<file path="src/rtl/instruction_fetch_decoder_if.sv">
// Fetch/issue bus of the instruction front end: memory request/response
// channel, scheduler control (stall, flush) and the decoded issue fields.
interface instruction_fetch_decoder_if;
  // Memory request / response channel
  logic        mem_req_valid;
  logic [31:0] mem_req_addr;
  logic        mem_req_ready;
  logic        mem_resp_valid;
  logic [31:0] mem_resp_data;

  // Scheduler control
  logic        csu_stall;
  logic        flush_pipline;
  logic [31:0] flush_target_pc;

  // Issue channel towards the scheduler
  logic        ins_just_issued;
  logic [31:0] issue_PC;
  logic [31:0] ins_issued;
  logic [6:0]  issue_opcode;
  logic [2:0]  issue_funct3;
  logic [6:0]  issue_funct7;
  logic [31:0] issue_imm_val;
  logic [5:0]  issue_shamt_val;
  logic [4:0]  issue_rs1;
  logic [4:0]  issue_rs2;
  logic [4:0]  issue_rd;

  // Front-end side
  modport master (
    output mem_req_valid, mem_req_addr,
    input  mem_req_ready, mem_resp_valid, mem_resp_data,
    input  csu_stall, flush_pipline, flush_target_pc,
    output ins_just_issued, issue_PC, ins_issued, issue_opcode, issue_funct3,
    output issue_funct7, issue_imm_val, issue_shamt_val, issue_rs1, issue_rs2, issue_rd
  );

  // Memory controller / scheduler side
  modport slave (
    input  mem_req_valid, mem_req_addr,
    output mem_req_ready, mem_resp_valid, mem_resp_data,
    output csu_stall, flush_pipline, flush_target_pc,
    input  ins_just_issued, issue_PC, ins_issued, issue_opcode, issue_funct3,
    input  issue_funct7, issue_imm_val, issue_shamt_val, issue_rs1, issue_rs2, issue_rd
  );
endinterface

</file>
<file path="src/rtl/instruction_fetch_decoder.sv">
// Instruction front end: sequential fetch (PC+4) into an in-order queue,
// decode of the queue head and one registered issue per cycle. The only
// redirect is a flush from the scheduler; one memory request is outstanding
// at most, and a request made stale by a flush has its response discarded.
module instruction_fetch_decoder #(
  parameter int          QUEUE_DEPTH = 4,
  parameter logic [31:0] RESET_PC    = 32'h0
) (
  input logic                         clk_in,
  input logic                         rst_in,
  input logic                         rdy_in,
  instruction_fetch_decoder_if.master bus
);

  localparam int PTR_W = (QUEUE_DEPTH > 1) ? $clog2(QUEUE_DEPTH) : 1;
  localparam int CNT_W = PTR_W + 1;
  localparam logic [CNT_W-1:0] DEPTH_CNT = CNT_W'(QUEUE_DEPTH);

  localparam logic [6:0] OPC_LOAD   = 7'b0000011;
  localparam logic [6:0] OPC_OP_IMM = 7'b0010011;
  localparam logic [6:0] OPC_JALR   = 7'b1100111;
  localparam logic [6:0] OPC_STORE  = 7'b0100011;
  localparam logic [6:0] OPC_BRANCH = 7'b1100011;
  localparam logic [6:0] OPC_LUI    = 7'b0110111;
  localparam logic [6:0] OPC_AUIPC  = 7'b0010111;
  localparam logic [6:0] OPC_JAL    = 7'b1101111;

  typedef enum logic [1:0] {
    S_IDLE = 2'd0,
    S_REQ  = 2'd1,
    S_WAIT = 2'd2
  } fetch_state_e;

  typedef struct packed {
    logic [31:0] pc;
    logic [31:0] word;
  } entry_t;

  typedef struct packed {
    logic [31:0] pc;
    logic [31:0] word;
    logic [6:0]  opcode;
    logic [2:0]  funct3;
    logic [6:0]  funct7;
    logic [31:0] imm;
    logic [5:0]  shamt;
    logic [4:0]  rs1;
    logic [4:0]  rs2;
    logic [4:0]  rd;
  } issue_t;

  // Split a queue entry into its issue fields; immediate chosen by opcode format
  function automatic issue_t decode(input entry_t e);
    issue_t      d;
    logic [31:0] w;
    w        = e.word;
    d.pc     = e.pc;
    d.word   = w;
    d.opcode = w[6:0];
    d.funct3 = w[14:12];
    d.funct7 = w[31:25];
    d.shamt  = {1'b0, w[24:20]};
    d.rs1    = w[19:15];
    d.rs2    = w[24:20];
    d.rd     = w[11:7];
    case (w[6:0])
      OPC_LOAD, OPC_OP_IMM, OPC_JALR: d.imm = {{20{w[31]}}, w[31:20]};
      OPC_STORE:                      d.imm = {{20{w[31]}}, w[31:25], w[11:7]};
      OPC_BRANCH:                     d.imm = {{19{w[31]}}, w[31], w[7], w[30:25], w[11:8], 1'b0};
      OPC_LUI, OPC_AUIPC:             d.imm = {w[31:12], 12'b0};
      OPC_JAL:                        d.imm = {{11{w[31]}}, w[31], w[19:12], w[20], w[30:21], 1'b0};
      default:                        d.imm = 32'h0;
    endcase
    return d;
  endfunction

  fetch_state_e     state_q, state_d;
  logic [31:0]      fetch_pc_q, fetch_pc_d;
  logic [31:0]      req_addr_q, req_addr_d;
  logic             drop_q, drop_d;
  logic [PTR_W-1:0] wr_ptr_q, wr_ptr_d;
  logic [PTR_W-1:0] rd_ptr_q, rd_ptr_d;
  logic [CNT_W-1:0] count_q, count_d;
  logic             issued_q, issued_d;
  issue_t           issue_q, issue_d;

  entry_t           queue_mem [QUEUE_DEPTH];
  entry_t           head;
  logic             flush;
  logic             pop;
  logic             push;
  logic             accept;
  logic             resp;

  assign flush  = bus.flush_pipline;
  assign head   = queue_mem[rd_ptr_q];
  assign accept = (state_q == S_REQ) && bus.mem_req_ready;
  assign resp   = (state_q == S_WAIT) && bus.mem_resp_valid;
  // A flush suppresses the issue candidate of its own cycle
  assign pop    = (count_q != '0) && !bus.csu_stall && !flush;

  // Fetch FSM: request gating, PC advance, stale-response dropping, redirect
  always_comb begin
    // NOTE: every signal assigned here gets a default first, so no path can infer a latch.
    state_d    = state_q;
    fetch_pc_d = fetch_pc_q;
    req_addr_d = req_addr_q;
    drop_d     = drop_q;
    push       = 1'b0;

    case (state_q)
      S_IDLE: begin
        // A flush in IDLE waits one cycle so the first request uses the new PC
        if (!flush && (count_q < DEPTH_CNT)) begin
          state_d    = S_REQ;
          req_addr_d = fetch_pc_q;
        end
      end

      S_REQ: begin
        if (accept) begin
          state_d = S_WAIT;
          // A stale request (flushed before acceptance) does not advance the PC
          if (!drop_q && !flush) begin
            fetch_pc_d = fetch_pc_q + 32'd4;
          end
          if (flush) begin
            drop_d = 1'b1;
          end
        end else if (flush) begin
          // Request stays up with its original address; its response is dropped
          drop_d = 1'b1;
        end
      end

      S_WAIT: begin
        if (resp) begin
          if (drop_q || flush) begin
            drop_d  = 1'b0;
            state_d = S_IDLE;
          end else begin
            push = 1'b1;
            // Space left after this push and this cycle's pop: request again right away
            if ((count_q + CNT_W'(1) - CNT_W'(pop)) < DEPTH_CNT) begin
              state_d    = S_REQ;
              req_addr_d = fetch_pc_q;
            end else begin
              state_d = S_IDLE;
            end
          end
        end else if (flush) begin
          drop_d = 1'b1;
        end
      end

      default: begin
        state_d = S_IDLE;
      end
    endcase

    if (flush) begin
      fetch_pc_d = bus.flush_target_pc;
    end
  end

  // Queue bookkeeping: circular pointers wrap naturally; flush empties the queue
  always_comb begin
    wr_ptr_d = wr_ptr_q;
    rd_ptr_d = rd_ptr_q;
    count_d  = count_q;
    if (flush) begin
      wr_ptr_d = '0;
      rd_ptr_d = '0;
      count_d  = '0;
    end else begin
      if (push) begin
        wr_ptr_d = wr_ptr_q + PTR_W'(1);
      end
      if (pop) begin
        rd_ptr_d = rd_ptr_q + PTR_W'(1);
      end
      count_d = count_q + CNT_W'(push) - CNT_W'(pop);
    end
  end

  // Issue register: decoded head on a pop, otherwise fields hold and the pulse drops
  always_comb begin
    issued_d = pop;
    issue_d  = issue_q;
    if (pop) begin
      issue_d = decode(head);
    end
  end

  // State registers: synchronous active-low reset; rdy_in low holds everything
  always_ff @(posedge clk_in) begin
    // NOTE: sequential state uses non-blocking assignments so all flops update from pre-edge values.
    if (!rst_in) begin
      state_q    <= S_IDLE;
      fetch_pc_q <= RESET_PC;
      req_addr_q <= RESET_PC;
      drop_q     <= 1'b0;
      wr_ptr_q   <= '0;
      rd_ptr_q   <= '0;
      count_q    <= '0;
      issued_q   <= 1'b0;
      issue_q    <= '0;
    end else if (rdy_in) begin
      state_q    <= state_d;
      fetch_pc_q <= fetch_pc_d;
      req_addr_q <= req_addr_d;
      drop_q     <= drop_d;
      wr_ptr_q   <= wr_ptr_d;
      rd_ptr_q   <= rd_ptr_d;
      count_q    <= count_d;
      issued_q   <= issued_d;
      issue_q    <= issue_d;
    end
  end

  // Queue storage: one entry written per accepted, non-stale response
  always_ff @(posedge clk_in) begin
    // NOTE: the storage array has no reset; count and pointers alone decide which entries are live.
    if (rst_in && rdy_in && push) begin
      queue_mem[wr_ptr_q] <= '{pc: req_addr_q, word: bus.mem_resp_data};
    end
  end

  assign bus.mem_req_valid   = (state_q == S_REQ);
  assign bus.mem_req_addr    = req_addr_q;

  assign bus.ins_just_issued = issued_q;
  assign bus.issue_PC        = issue_q.pc;
  assign bus.ins_issued      = issue_q.word;
  assign bus.issue_opcode    = issue_q.opcode;
  assign bus.issue_funct3    = issue_q.funct3;
  assign bus.issue_funct7    = issue_q.funct7;
  assign bus.issue_imm_val   = issue_q.imm;
  assign bus.issue_shamt_val = issue_q.shamt;
  assign bus.issue_rs1       = issue_q.rs1;
  assign bus.issue_rs2       = issue_q.rs2;
  assign bus.issue_rd        = issue_q.rd;

endmodule

</file>
<file path="src/flat_wrapper.sv">
// flat-port wrapper written by rule: the top's interface ports become plain ports
module instruction_fetch_decoder_flat 
#(
  parameter int          QUEUE_DEPTH = 4,
  parameter logic [31:0] RESET_PC    = 32'h0
)
  (clk_in, rst_in, rdy_in, bus_mem_req_valid, bus_mem_req_addr, bus_mem_req_ready, bus_mem_resp_valid, bus_mem_resp_data, bus_csu_stall, bus_flush_pipline, bus_flush_target_pc, bus_ins_just_issued, bus_issue_PC, bus_ins_issued, bus_issue_opcode, bus_issue_funct3, bus_issue_funct7, bus_issue_imm_val, bus_issue_shamt_val, bus_issue_rs1, bus_issue_rs2, bus_issue_rd);
  instruction_fetch_decoder_if bus_i ();
  input logic clk_in;
  input logic rst_in;
  input logic rdy_in;
  output wire logic [$bits(bus_i.mem_req_valid)-1:0] bus_mem_req_valid;
  output wire logic [$bits(bus_i.mem_req_addr)-1:0] bus_mem_req_addr;
  input wire logic [$bits(bus_i.mem_req_ready)-1:0] bus_mem_req_ready;
  input wire logic [$bits(bus_i.mem_resp_valid)-1:0] bus_mem_resp_valid;
  input wire logic [$bits(bus_i.mem_resp_data)-1:0] bus_mem_resp_data;
  input wire logic [$bits(bus_i.csu_stall)-1:0] bus_csu_stall;
  input wire logic [$bits(bus_i.flush_pipline)-1:0] bus_flush_pipline;
  input wire logic [$bits(bus_i.flush_target_pc)-1:0] bus_flush_target_pc;
  output wire logic [$bits(bus_i.ins_just_issued)-1:0] bus_ins_just_issued;
  output wire logic [$bits(bus_i.issue_PC)-1:0] bus_issue_PC;
  output wire logic [$bits(bus_i.ins_issued)-1:0] bus_ins_issued;
  output wire logic [$bits(bus_i.issue_opcode)-1:0] bus_issue_opcode;
  output wire logic [$bits(bus_i.issue_funct3)-1:0] bus_issue_funct3;
  output wire logic [$bits(bus_i.issue_funct7)-1:0] bus_issue_funct7;
  output wire logic [$bits(bus_i.issue_imm_val)-1:0] bus_issue_imm_val;
  output wire logic [$bits(bus_i.issue_shamt_val)-1:0] bus_issue_shamt_val;
  output wire logic [$bits(bus_i.issue_rs1)-1:0] bus_issue_rs1;
  output wire logic [$bits(bus_i.issue_rs2)-1:0] bus_issue_rs2;
  output wire logic [$bits(bus_i.issue_rd)-1:0] bus_issue_rd;
  assign bus_mem_req_valid = bus_i.mem_req_valid;
  assign bus_mem_req_addr = bus_i.mem_req_addr;
  assign bus_i.mem_req_ready = bus_mem_req_ready;
  assign bus_i.mem_resp_valid = bus_mem_resp_valid;
  assign bus_i.mem_resp_data = bus_mem_resp_data;
  assign bus_i.csu_stall = bus_csu_stall;
  assign bus_i.flush_pipline = bus_flush_pipline;
  assign bus_i.flush_target_pc = bus_flush_target_pc;
  assign bus_ins_just_issued = bus_i.ins_just_issued;
  assign bus_issue_PC = bus_i.issue_PC;
  assign bus_ins_issued = bus_i.ins_issued;
  assign bus_issue_opcode = bus_i.issue_opcode;
  assign bus_issue_funct3 = bus_i.issue_funct3;
  assign bus_issue_funct7 = bus_i.issue_funct7;
  assign bus_issue_imm_val = bus_i.issue_imm_val;
  assign bus_issue_shamt_val = bus_i.issue_shamt_val;
  assign bus_issue_rs1 = bus_i.issue_rs1;
  assign bus_issue_rs2 = bus_i.issue_rs2;
  assign bus_issue_rd = bus_i.issue_rd;
  instruction_fetch_decoder #(.QUEUE_DEPTH(QUEUE_DEPTH), .RESET_PC(RESET_PC)) u_core (.clk_in(clk_in), .rst_in(rst_in), .rdy_in(rdy_in), .bus(bus_i));
endmodule
</file>
<file path="config.mk">
export PLATFORM = sky130hd
export DESIGN_NAME = instruction_fetch_decoder_flat
export DESIGN_NICKNAME = d
export VERILOG_FILES = /design/src/rtl/instruction_fetch_decoder_if.sv /design/src/rtl/instruction_fetch_decoder.sv /design/src/flat_wrapper.sv
export SDC_FILE = /design/constraint.sdc
export NUM_CORES = 1
export LEC_CHECK = 0
export BUFFER_PORTS_ARGS = -buffer_cell sky130_fd_sc_hd__buf_2
export CAP_MARGIN = 20
export CORE_MARGIN = 3
export CORE_UTILIZATION = 57
export CTS_CLUSTER_SIZE = 12
export DETAILED_ROUTE_END_ITERATION = 16
export GPL_ROUTABILITY_DRIVEN = 0
export PLACE_DENSITY = 0.87
export SLEW_MARGIN = 20
export SYNTH_ARGS = -nofsm -noshare
export SYNTH_HDL_FRONTEND = slang
export SYNTH_SLANG_ARGS = --single-unit
</file>
<file path="constraint.sdc">
create_clock -name clk_in -period 5.03 [get_ports clk_in]
set_input_delay 1.006 -clock clk_in [delete_from_list [all_inputs] [get_ports clk_in]]
set_output_delay 1.006 -clock clk_in [all_outputs]
set_load 0.01 [all_outputs]
</file>
==> impl_results.md, run 1 <==
* Status: finished clean
* CP Capture Type: flip-flop
* Core footprint at slightly below 30000 um2
* Synthesized area at 17100 um2
* DR WL/cell at around 22 um
* 1st-iter DRT viols at between 1000 and 1500
* Post-synth EDFFs at between 200 and 300
* Sink Count at between 400 and 500
* Most common cell after layout, fill and taps aside: edfxtp_1
* #FFs+latches synth at between 400 and 500
* Worst Tran Pin Value at around 1.0 ns
* DIE WIDTH at 179 um
* WP data arrival at approximately 3.7 ns
* Finished layout cell area at 19500 um2
* Slew Limit Fails at 0
* Post-DRT Antenna Nets at 0
* Worst Setup Path Type: flip-flop to flip-flop
* Initial Util at 0.586
* Resize count post-CTS at 0
* Critical-path maximum fanout at 68
* Net count, final at 1529
* Clk pin slew, worst setup/hold paths at roughly 0.06 ns
* Count of warnings emitted by yosys at 0
* CTS buffer count at 43
* Height of the die at between 150 and 200 um
* Number of cell rows at just over 60
* Pin count of the biggest net entering global routing at slightly above 90
* Initial antenna violation count at 3
* IO Port Bufs at 237
* Fmax at about 310 MHz
* Final setup vio count at 0
* Worst vdd ir at about 210 uV
* Share of cells above drive strength 1 at 0.265
* P per Cell Area at 356 nW/um2
* Synthesized instance count at approximately 1300
* Clock network fraction of total power at 0.427
* Power, Total at ~7.0 mW
* GRT Util Overall at 0.253
* Startpoint Class: flip-flop
* Min cycle time layout at 3.25 ns
* Total negative setup slack at 0 ns
* Switching Share at 0.205
* NetSw at around 1.4 mW
* Ys async rst share at 0
* RSZ-0062 raised after global routing: false
* Pre-antenna DRT Iters at 7
* Most frequent cells in the layout: edfxtp_1 (256), buf_2 (237), nand2_1 (178)
* Routed vias at between 10000 and 15000
* Crit path required time at around 5.5 ns
* Number of distinct library cells after synthesis at 70
* Leakage at slightly below 7 nW
* Mapped Nets at 1357
* Clock buffer depth at 3
* Hold Violations, Final at 0
* H-Tree Level Count at 2
* CTS tree: done
* Die ar. at around 32000 um2
* Share of power burned in registers at 0.541
* Vias per cell at between 6 and 7
* Synth-to-Final Area Change at 14.5%
* Drt drc at 0
* Num ports at around 240
* Post-synth top flop: edfxtp_1
* Placement Setup Slack at approximately 1.4 ns
* Fillers at around 1900
* Total grt overflow at 0
* Dpl cell area at 18200 um2
* CTS Root Cell: clkbuf_16
* Period utilization at 0.647
* Post-Route Skew at between 0.02 and 0.025 ns
* First-pass GRT wire length at about 62 mm
* Worst rel slew slack at 0.301
* Seq/Total Area, Yosys at 0.654
* Internal at between 5 and 6 mW
* Slack of the critical path at 1.78 ns
* CTS Hold Bufs at 0
* Vias in the first global route at 10763
* Max cap viols at 0
* Mean area per synthesized cell at 13.4 um2
* WHS at between 0.4 and 0.5 ns
* Logic pwr share at 0.032
* Hold Startpoint: u_core.bus.issue_PC[26]
* Clk_lat worst skew at approximately 0.54 ns
* Worst hold path class: flip-flop to flip-flop
* Post-Route WL at 41.1 mm
* Post-DP HPWL at around 26 mm
* Post-CTS setup buffers at 0
==> worst paths after layout <==
path / to / slack, ns / depth (start not counted)
min reg2reg: u_core.bus.issue_PC[26] / 0.45 / 2
min: u_core.bus.issue_PC[26] / 0.45 / 2
max reg2reg: u_core.bus.issue_imm_val[28] / 1.78 / 5
max: u_core.bus.issue_imm_val[28] / 1.78 / 5
==> cell type report <==
cell class / instances / area (um2) / share of cell area
Multi-Input combinational cell: 711 / 5280 / 0.270
Sequential cell: 429 / 11200 / 0.571
Timing Repair Buffer: 245 / 1250 / 0.0638
Clock inverter: 7 / 71.3 / 0.00365
Inverter: 15 / 58.8 / 0.00301
Antenna cell: 5 / 12.5 / 0.000641
Tap cell: 384 / 480 / 0.0246
Clock buffer: 70 / 1230 / 0.0629
==> through the flow <==
step / cells / util
after floorplan: 1273 / -
after global placement: 1784 / 0.626
final: 1866 / 0.671
after detailed placement: 1784 / 0.626
after CTS: 1861 / 0.671
after global routing: 1864 / 0.671
==> routing by layer <==
metal	share of wire	vias up	track usage
met3	0.088	134	0.0519
li1	-	5065	-
met1	0.39	5593	0.342
met4	0.044	0	0.106
met5	0	-	0
met2	0.48	657	0.403
==> logic make-up after synthesis <==
kind of cell	Yosys count	share of synthesized area
flops	429	0.654
simple gates	363	0.0979
compound gates	227	0.0868
buf+inv	133	0.0397
mux	106	0.111
fa+ha+maj	13	0.00998
other cells	1	0.000220
xor+xnor	1	0.000514
==> power by group through the flow <==
stage                     combinational, mW  clock [mW]  sequential (mW)
after floorplan                       0.137           0             3.83
after global placement                0.212           0             3.83
after detailed placement              0.221           0             3.84
after CTS                             0.223        3.01             3.76
after global routing                  0.244        3.14             3.76
final                                 0.225        2.97             3.76
==> sequential cells by signal (all words and copies together), names as in the netlist, 3 cells and up, named ones only <==
signal	count
u_core.bus.issue_funct7	6
u_core.fetch_pc_q	32
u_core.queue_mem	256
u_core.bus.issue_opcode	6
u_core.bus.mem_req_addr	32
u_core.count_q	3
u_core.bus.ins_issued	18
u_core.bus.issue_PC	32
u_core.bus.issue_imm_val	32
==> critical path, stage by stage, from the launching register on <==
cell,delay [ns]
dfxtp_4,1.04
mux4_1,0.67
nor4_4,0.42
a22oi_4,0.20
nor3_2,0.61
a221o_1,0.23
==> cell usage after synthesis (3+ instances only) <==
cell type / n / area share
a22oi_1: 7 / 0.0031
o21ai_1: 8 / 0.0023
mux4_1: 4 / 0.0062
a221o_1: 15 / 0.0088
mux4_2: 61 / 0.081
o31ai_1: 3 / 0.0013
o21ai_0: 29 / 0.0085
nand4_1: 6 / 0.0022
and3_1: 13 / 0.0048
nor2_1: 75 / 0.017
mux2_2: 4 / 0.0026
a2bb2oi_1: 4 / 0.0021
nor3b_1: 5 / 0.0022
and2_1: 14 / 0.0051
nand2b_1: 8 / 0.0029
nand3_1: 24 / 0.0070
edfxtp_1: 256 / 0.45
nor4_1: 3 / 0.0011
or3_1: 4 / 0.0015
a41oi_1: 4 / 0.0021
buf_1: 5 / 0.0011
dfxtp_1: 173 / 0.20
clkbuf_1: 59 / 0.013
o22ai_1: 3 / 0.0011
inv_1: 14 / 0.0031
nand2_1: 178 / 0.039
mux2i_1: 37 / 0.022
nor3_1: 12 / 0.0035
buf_4: 39 / 0.017
ha_1: 12 / 0.0088
a21oi_1: 106 / 0.031
a211oi_1: 3 / 0.0013
a31oi_1: 10 / 0.0037
o21a_1: 4 / 0.0018
o221a_2: 8 / 0.0053
nand4b_1: 3 / 0.0015
a32o_1: 3 / 0.0018
and4_1: 4 / 0.0021
buf_2: 13 / 0.0038
(Power assumes the default switching activity.)
==> run 2, diff against run 1 <==
--- a/config.mk
+++ b/config.mk
@@ -8,11 +8,11 @@
 export BUFFER_PORTS_ARGS = -buffer_cell sky130_fd_sc_hd__buf_2
 export CAP_MARGIN = 20
 export CORE_MARGIN = 3
-export CORE_UTILIZATION = 57
+export CORE_UTILIZATION = 52
 export CTS_CLUSTER_SIZE = 12
 export DETAILED_ROUTE_END_ITERATION = 16
 export GPL_ROUTABILITY_DRIVEN = 0
-export PLACE_DENSITY = 0.87
+export PLACE_DENSITY = 0.84
 export SLEW_MARGIN = 20
 export SYNTH_ARGS = -nofsm -noshare
 export SYNTH_HDL_FRONTEND = slang
==> constraint.sdc (replaced) <==
create_clock -name clk_in -period 2.6 [get_ports clk_in]
set_input_delay 0.52 -clock clk_in [delete_from_list [all_inputs] [get_ports clk_in]]
set_output_delay 0.52 -clock clk_in [all_outputs]
set_load 0.01 [all_outputs]
==> run 2 against run 1 <==
Effect of this change:
- non-clock buffer count is 45 higher
- clock-buffer cell count is 5 higher
- power is 100% higher
- sequential power is 94% higher
- final area is 3.8% higher
- hold slack worse by 0.25 ns
- core utilization is 3.7 points lower
- final cell count is 5.4% higher
- setup slack worse by 1.6 ns
- clock skew is 0.0061 ns higher
- clock power is 110% higher
- critical path depth is 1 higher
==> impl_results.md, run 2 (synthesized netlist as in run 1, its figures left out) <==
* First-pass GRT wire length at 65.8 mm
* Num ports at around 240
* Routed vias at ~12000
* Most frequent cells in the layout: edfxtp_1 (256), buf_2 (237), nand2_1 (178)
* Placement Setup Slack at 0.00706 ns
* Critical-path maximum fanout at 11
* Routing usage on met2 at 0.384
* CTS Root Cell: clkbuf_16
* CTS Hold Bufs at 0
* Fmax at about 400 MHz
* IO Port Bufs at around 240
* Worst rel slew slack at 0.532
* Met3 global-route usage at 0.0435
* Fillers at roughly 2300
* FF+latch area at 11200 um2
* Crit path cell chain: mux4_1, buf_4, or2_2, a221oi_4, a21oi_1, o21ai_1
* Initial Util at 0.534
* Worst vdd ir at 409 uV
* Min cycle time layout at about 2.4 ns
* Max cap viols at 0
* Pin count of the biggest net entering global routing at 90
* Reg-to-reg slack, setup at roughly 0.17 ns
* Largest reg by FF count: u_core.queue_mem
* Most common cell after layout, fill and taps aside: edfxtp_1
* Clock buffer depth at 3
* Total grt overflow at 0
* Critical R2R Capture: u_core.bus.issue_imm_val[13]
* CP peak stage delay at around 0.67 ns
* DIE WIDTH at approximately 190 um
* CP Capture Type: flip-flop
* 1st-iter DRT viols at ~1300
* Internal at approximately 11 mW
* Post-CTS setup buffers at 0
* CP endpoint: u_core.bus.issue_imm_val[13]
* Period utilization at 0.936
* Slew Limit Fails at 0
* Multi-input gate area at around 5300 um2
* Pre-antenna DRT Iters at 5
* GRT Util Overall at 0.237
* Post-DRT Antenna Nets at 0
* P per Cell Area at ~690 nW/um2
* GR Layer Usage met1 at 0.319
* Switching Share at 0.206
* Logic pwr share at 0.034
* CTS buffer count at 45
* Net count, final at between 1500 and 2000
* Startpoint Class: flip-flop
* Resize count post-CTS at 1
* H-Tree Level Count at 2
* NetSw at about 2.9 mW
* Worst Tran Pin Value at 0.702 ns
* CTS tree: done
* Hold Violations, Final at 0
* Crit path required time at ~3.1 ns
* Clock network fraction of total power at 0.443
* Vias per cell at between 5 and 6
* Worst Setup Path Type: flip-flop to flip-flop
* Post-Route Skew at ~0.027 ns
* Top Usage Layer GRT: met2
* Core footprint at between 30000 and 40000 um2
* Post-DP HPWL at 28.0 mm
* DR WL/cell at around 22 um
* Sink Count at around 430
* Slack of the critical path at 0.167 ns
* Share of cells above drive strength 1 at 0.298
* Vias in the first global route at approximately 11000
* Initial antenna violation count at 4
* Final setup vio count at 0
* Max reg flops at 256
* Die ar. at roughly 35000 um2
* Finished layout cell area at ~20000 um2
* Height of the die at ~190 um
* Post-Route WL at about 42 mm
* Clk_lat worst skew at ~0.54 ns
* Cells on worst reg2reg path at 6
* Share of power burned in registers at 0.523
* Number of cell rows at 65
* WP data arrival at 2.90 ns
* RSZ-0062 raised after global routing: false
* Slowest cell on the critical path: mux4_1
* Clk pin slew, worst setup/hold paths at about 0.06 ns
* Dpl cell area at about 19000 um2
* Drt drc at 0
* Leakage at roughly 7.3 nW
* Worst hold path class: input port to flip-flop
* Status: finished clean
* Synth-to-Final Area Change at 18.9%
-- run 2: cell count changes in the layout (fill, tap and decap cells not counted), moves of 3 or more --
cell / change
clkbuf_8: +4
diode_2: -3
clkinv_2: +5
clkbuf_1: -3
buf_12: +15
clkbuf_16: +3
clkinv_1: -3
buf_4: +30
-- run 2: power groups by stage --
stage               sequential, mW  combinational (mW)  clock (mW)
floorplan                     7.41               0.279           0
detailed placement            7.42               0.461           0
CTS                           7.28               0.467        6.26
finish                        7.28               0.470        6.16
global route                  7.28               0.508        6.51
global placement              7.42               0.447           0
-- run 2: metrics by stage --
stage	power [mW]	utilization	hold slack (ns)	TNS (ns)	instances
after CTS	14.0	0.634	0.178	0	1964
final	13.9	0.634	0.199	0	1966
after detailed placement	7.88	0.589	0.444	0	1880
after floorplan	7.69	-	0.436	-0.0522	1273
after global placement	7.86	0.589	0.432	0	1880
after global routing	14.3	0.634	0.188	0	1966
-- run 2: layout make-up --
cell class / instances / area share
clock buffer: 75 / 0.0667
clock inverter: 9 / 0.00383
sequential: 429 / 0.550
tap: 435 / 0.0268
antenna: 2 / 0.000247
inverter: 15 / 0.00290
timing repair buffer: 290 / 0.0874
multi-input combinational: 711 / 0.262
-- run 2: critical path, delay by kind of cell, from the launching register on --
| kind | cells | cell delay [ns] |
|---|---|---|
| buffers and inverters | 1 | 0.22 |
| AND/OR/NAND/NOR | 1 | 0.34 |
| multiplexers | 1 | 0.67 |
| flip-flops | 1 | 0.43 |
| AO/OA/AOI/OAI | 3 | 0.69 |
-- run 2: worst min-delay path by stage --
stage | cells after the start | end | slack [ns] | startpoint
finish | 1 | u_core.queue_mem[1][19] | 0.20 | bus_mem_resp_data[19]
global route | 1 | u_core.queue_mem[2][21] | 0.19 | bus_mem_resp_data[21]
CTS | 1 | u_core.queue_mem[1][21] | 0.18 | bus_mem_resp_data[21]
detailed placement | 2 | u_core.bus.issue_PC[26] | 0.44 | u_core.bus.issue_PC[26]
global placement | 2 | u_core.bus.issue_imm_val[15] | 0.43 | u_core.bus.issue_imm_val[15]
floorplan | 2 | u_core.fetch_pc_q[0] | 0.44 | u_core.fetch_pc_q[0]
-- run 2: per-layer routing --
layer	up-vias	part of all wire
met3	101	0.078
met2	578	0.48
li1	5170	-
met4	4	0.035
met1	5742	0.40
met5	-	0.00054
